`src/rtl/cu_fetch_core_pkg.sv`:
```
// Shared widths, opcode constants and return-stack entry layout for the
// control-unit fetch/sequencing datapath.
package cu_fetch_core_pkg;

  localparam int IR_W        = 16;
  localparam int PC_W        = 9;
  localparam int FLAGS_W     = 4;
  localparam int STACK_DEPTH = 8;
  localparam int SP_W        = $clog2(STACK_DEPTH + 1);
  localparam int IDX_W       = $clog2(STACK_DEPTH);

  localparam logic [4:0] RET_OPCODE  = 5'b10101;
  localparam logic [4:0] CALL_OPCODE = 5'b10100;

  typedef struct packed {
    logic [PC_W-1:0]    pc;
    logic [FLAGS_W-1:0] flags;
  } stack_entry_t;

  function automatic logic is_ret(input logic [IR_W-1:0] ir);
    return ir[15:11] == RET_OPCODE;
  endfunction

  function automatic logic [PC_W-1:0] jump_imm(input logic [IR_W-1:0] ir);
    return ir[10:2];
  endfunction

endpackage

```
`src/rtl/cu_return_stack.sv`:
```
// Return stack of {pc, flags}: registered array plus an entry count.
// The top entry is shown combinationally so a pop cycle can consume it.
module cu_return_stack
  import cu_fetch_core_pkg::*;
(
  input  logic               clk,
  input  logic               rst,
  input  logic               push,
  input  logic               pop,
  input  logic [PC_W-1:0]    push_pc,
  input  logic [FLAGS_W-1:0] push_flags,
  output logic [PC_W-1:0]    top_pc,
  output logic [FLAGS_W-1:0] top_flags,
  output logic               empty,
  output logic               full
);

  stack_entry_t     mem_q [STACK_DEPTH];
  stack_entry_t     mem_d [STACK_DEPTH];
  logic [SP_W-1:0]  sp_q, sp_d, sp_m1;
  logic [IDX_W-1:0] top_idx, wr_idx;
  stack_entry_t     push_entry, top_entry;

  assign empty      = (sp_q == '0);
  assign full       = (sp_q == SP_W'(STACK_DEPTH));
  assign sp_m1      = sp_q - 1'b1;
  assign top_idx    = sp_m1[IDX_W-1:0];
  assign wr_idx     = sp_q[IDX_W-1:0];
  assign push_entry = '{pc: push_pc, flags: push_flags};
  assign top_entry  = empty ? '0 : mem_q[top_idx];
  assign top_pc     = top_entry.pc;
  assign top_flags  = top_entry.flags;

  // Push+pop on a non-empty stack replaces the top in place; on an empty
  // stack it falls through to a plain push.
  always_comb begin
    mem_d = mem_q;
    sp_d  = sp_q;
    if (push && pop && !empty) begin
      mem_d[top_idx] = push_entry;
    end else if (push && !full) begin
      mem_d[wr_idx] = push_entry;
      sp_d          = sp_q + 1'b1;
    end else if (pop && !empty) begin
      sp_d = sp_q - 1'b1;
    end
  end

  always_ff @(posedge clk) begin
    if (rst) begin
      sp_q <= '0;
      for (int i = 0; i < STACK_DEPTH; i++) mem_q[i] <= '0;
    end else begin
      sp_q  <= sp_d;
      mem_q <= mem_d;
    end
  end

endmodule

```
`src/rtl/cu_fetch_core.sv`:
```
// Control-unit fetch datapath: IR, PC with internal load-source mux, and the
// return stack. Strobes come straight from the microcode sequencer.
module cu_fetch_core
  import cu_fetch_core_pkg::*;
(
  input  logic               clk,
  input  logic               rst,
  input  logic               ir_load,
  input  logic [IR_W-1:0]    ir_in,
  input  logic               pc_load,
  input  logic               pc_inc,
  input  logic               pc_en_out,
  input  logic               stack_push,
  input  logic               stack_pop,
  input  logic [FLAGS_W-1:0] flags_in,
  output logic [IR_W-1:0]    ir_out,
  output logic [PC_W-1:0]    pc_out,
  output logic [PC_W-1:0]    pc_bus,
  output logic [PC_W-1:0]    stack_pc,
  output logic [FLAGS_W-1:0] stack_flags,
  output logic               stack_empty,
  output logic               stack_full
);

  logic [IR_W-1:0] ir_q, ir_d;
  logic [PC_W-1:0] pc_q, pc_d, pc_src;

  cu_return_stack u_stack (
    .clk        (clk),
    .rst        (rst),
    .push       (stack_push),
    .pop        (stack_pop),
    .push_pc    (pc_q),
    .push_flags (flags_in),
    .top_pc     (stack_pc),
    .top_flags  (stack_flags),
    .empty      (stack_empty),
    .full       (stack_full)
  );

  // RET takes the pre-pop top of stack, so a same-cycle pop is safe.
  assign pc_src = is_ret(ir_q) ? stack_pc : jump_imm(ir_q);

  always_comb begin
    ir_d = ir_load ? ir_in : ir_q;
    pc_d = pc_q;
    if (pc_load)     pc_d = pc_src;
    else if (pc_inc) pc_d = pc_q + 1'b1;
  end

  always_ff @(posedge clk) begin
    if (rst) begin
      ir_q <= '0;
      pc_q <= '0;
    end else begin
      ir_q <= ir_d;
      pc_q <= pc_d;
    end
  end

  assign ir_out = ir_q;
  assign pc_out = pc_q;
  assign pc_bus = pc_en_out ? pc_q : '0;

endmodule

```
`config.mk`:
```
export PLATFORM = sky130hd
export DESIGN_NAME = cu_fetch_core
export DESIGN_NICKNAME = d
export VERILOG_FILES = /design/src/rtl/cu_fetch_core_pkg.sv /design/src/rtl/cu_return_stack.sv /design/src/rtl/cu_fetch_core.sv
export SDC_FILE = /design/constraint.sdc
export NUM_CORES = 1
export LEC_CHECK = 0
export BUFFER_PORTS_ARGS = -buffer_cell sky130_fd_sc_hd__buf_2
export CORE_MARGIN = 10
export CORE_UTILIZATION = 45
export CTS_CLUSTER_SIZE = 25
export DETAILED_ROUTE_END_ITERATION = 12
export SETUP_SLACK_MARGIN = 0.3
export SKIP_CTS_REPAIR_TIMING = 1
export SLEW_MARGIN = 40
export SYNTH_ARGS = -nofsm -noshare
export SYNTH_HDL_FRONTEND = slang
export SYNTH_HIERARCHICAL = 1
export SYNTH_SLANG_ARGS = --single-unit
```
`constraint.sdc`:
```
create_clock -name clk -period 5.3 [get_ports clk]
set_clock_uncertainty 0.05 [all_clocks]
set_input_delay 0.795 -clock clk [delete_from_list [all_inputs] [get_ports clk]]
set_output_delay 0.795 -clock clk [all_outputs]
set_load 0.05 [all_outputs]
```
==> metrics.yaml <==
status:
  outcome: "finished, final reports clean"
synthesis:
  synth_fp_nets: 652
  synth_cell_types: 53
  synth_seq_cells: 133
  syn_area_um2: 6442
  synthCells: 621
  yosysWarnings: 6
  syn_area_per_cell_um2: 10.37
  synthTopCellsByArea: "dfxtp_1, mux2i_1, mux4_2, nand2_1, o21ai_0"
  yosys.area.top_type_share_pct: 41.33
  yosysTopAreaCell: "dfxtp_1"
  ys_seq_area_share_pct: 41.33
floorplanning:
  io_pins: 77
  core_um2: 13930
  die_w_um: 139.7
  initial_core_util_pct: 46.23
  die_area_um2: 19500
  rows: 43
  die_h_um: 139.7
placement:
  placed_area_um2: 6883
  portBuffers: 76
  gp_congestion: 0.8118
  pre_cts_ws_ns: 1.719
  dp.final_hpwl_um: 11390
clock_tree:
  cts_tree: "built"
  cts-buffers-inserted: 17
  cts_root_buf: "clkbuf_16"
  htreeDepth: 4
  cts_buffer_depth: 2
  path_clk_slew_ns: 0.05
  clock_latency_ns: 0.42
  cts.sinks: 133
global_route:
  grt_usage_pct: 16.99
  grt_max_degree: 45
  grt_pass1_wl_um: 26820
  overflow: 0
  grt_pass1_vias: 4867
  antenna_found_initial: 0
power:
  power_frac_seq_pct: 37.8
  p_sw_uw: 899.3
  p_sw_share_pct: 30.87
  leakage_nw: 3.536
  clock_power_share_pct: 38.3
  combPwrFrac_pct: 23.9
  power_density_nw_per_um2: 391.1
  internal_power_mw: 2.014
  vdd_drop_max_mv: 0.2466
route:
  vias: 4836
  drtAntennaViolNets: 0
  via_per_inst: 5.540
  drc: 0
  dr.pass1.iters: 5
  routedWlPerCell_um: 18.94
  drt-total-wl_um: 16540
  first_iter_violations: 264
critical_path:
  cp_data_required_time_ns: 4.45
  crit_path_start_kind: "flop"
  path_class: "reg -> out"
  cp-end-kind: "primary output"
  cp_max_fo: 19
  arrival_ns: 3.21
sta:
  period_needed_ns: 4.054
  finalHoldViolations: 0
  final_max_slew_viol_count: 0
  slew_headroom_pct: 42.72
  setup_ws_ns: 1.246
  layout_worst_path_cycle_share_pct: 76.50
  setup_violations: 0
  setup_tns_ns: 0
  hold_ws_ns: 0.4049
  max_freq_mhz: 246.6
  tightest_slew_ns: 0.8592
  rsz0062_at_grt: "no"
run:
  max_cap_violations: 0
layout:
  stdcell_area_um2: 7451
  drive_gt1_share_pct: 23.67
  fin_nets: 714
  area_growth_pct: 15.65
  final_common_cell: "nand2_1"
  final_core_util_pct: 53.47
  final_cell_mix: "nand2_1, dfxtp_1, mux2i_1"
  diodes: 0
worst_hold_path:
  hold_class: "reg -> reg"
## critical path: stages, from the launching register on
cell and delay [ns]:
dfxtp_1 0.60, inv_1 0.26, ha_2 0.75, buf_4 0.34, mux4_2 0.34, o21ai_0 0.09, nand2_1 0.15, buf_2 0.25
## logic make-up (layout without fill, tap and decap cells)
logic type / after synthesis / after routing / synth area share [%]
DFF: 133 / 133 / 41.33
AOI/OAI and AO/OA: 60 / 60 / 8.138
and+or+nand+nor: 211 / 211 / 14.97
adders and majority gates: 3 / 3 / 0.5827
buffers and inverters: 50 / 122 / 4.525
muxes: 158 / 158 / 29.64
xor gates and xnor gates: 6 / 6 / 0.8158
## metal layers
metal | share of wire, % | up-vias | track usage [%]
met2 | 50 | 134 | 28.62
met1 | 43 | 2385 | 20.25
met3 | 5.8 | 18 | 4.627
met4 | 1.4 | 0 | 6.250
li1 | - | 2299 | -
met5 | 0 | - | 0
## final timing paths
path              slack (ns)  cells past startpoint                           start                               to
setup reg to reg        2.20                      8    u_stack/sp_q[1]$_SDFFE_PP0P_  u_stack/mem_q[102]$_SDFFE_PP0P_
setup / recovery        1.25                      7    u_stack/sp_q[1]$_SDFFE_PP0P_                      stack_pc[7]
hold / removal          0.40                      2  u_stack/mem_q[34]$_SDFFE_PP0P_   u_stack/mem_q[34]$_SDFFE_PP0P_
hold reg to reg         0.40                      2  u_stack/mem_q[34]$_SDFFE_PP0P_   u_stack/mem_q[34]$_SDFFE_PP0P_
## stage by stage
step,power [mW],instances
finish,2.914,873
global route,3.040,873
CTS,2.941,872
detailed placement,1.819,843
global placement,1.798,840
floorplan,1.665,621
## power groups by stage
stage | Sequential [mW] | Clock [mW] | Combinational (mW)
3_5_place_dp | 1.12 | 0 | 0.697
4_1_cts | 1.10 | 1.14 | 0.700
3_3_place_gp | 1.12 | 0 | 0.680
5_1_grt | 1.11 | 1.19 | 0.744
6_report | 1.10 | 1.12 | 0.697
2_1_floorplan | 1.14 | 0 | 0.529
## layout make-up
| type | instances | area [um2] |
|---|---|---|
| Sequential cell | 133 | 2664 |
| Tap cell | 180 | 225.2 |
| Timing Repair Buffer | 87 | 489.2 |
| Inverter | 6 | 22.52 |
| Clock buffer | 24 | 481.7 |
| Clock inverter | 5 | 75.07 |
| Fill cell | 1267 | 6484 |
| Multi-Input combinational cell | 438 | 3493 |
## synthesized netlist by cell type (all sizes together)
| cell type | instances |
|---|---|
| nand2 | 140 |
| dfxtp | 133 |
| mux2i | 130 |
| nor2 | 33 |
| o21ai | 29 |
| mux4 | 26 |
| buf | 23 |
| clkbuf | 21 |
| a211oi | 11 |
| and2 | 10 |
| inv | 6 |
| a32oi | 5 |
| nand4 | 5 |
| nor3 | 5 |
| and3 | 4 |
| nor2b | 4 |
| ha | 3 |
| xnor2 | 3 |
| xor2 | 3 |
| a21oi | 2 |
| a22oi | 2 |
| and2b | 2 |
| mux2 | 2 |
| nand2b | 2 |
| o21a | 2 |
| o21bai | 2 |
| a2111o | 1 |
| a221oi | 1 |
| a311oi | 1 |
| a41oi | 1 |
| and3b | 1 |
| nand3 | 1 |
| nand3b | 1 |
| nand4b | 1 |
| nor4 | 1 |
| o2111ai | 1 |
| o2bb2ai | 1 |
| o31ai | 1 |
| or4b | 1 |
## registers in the layout, indices dropped and copies added (netlist names)
signal and cells:
pc_out 9, ir_out 16, u_stack/mem_q 104, u_stack/sp_q 4
No activity file was read; power rests on OpenSTA's default activity.
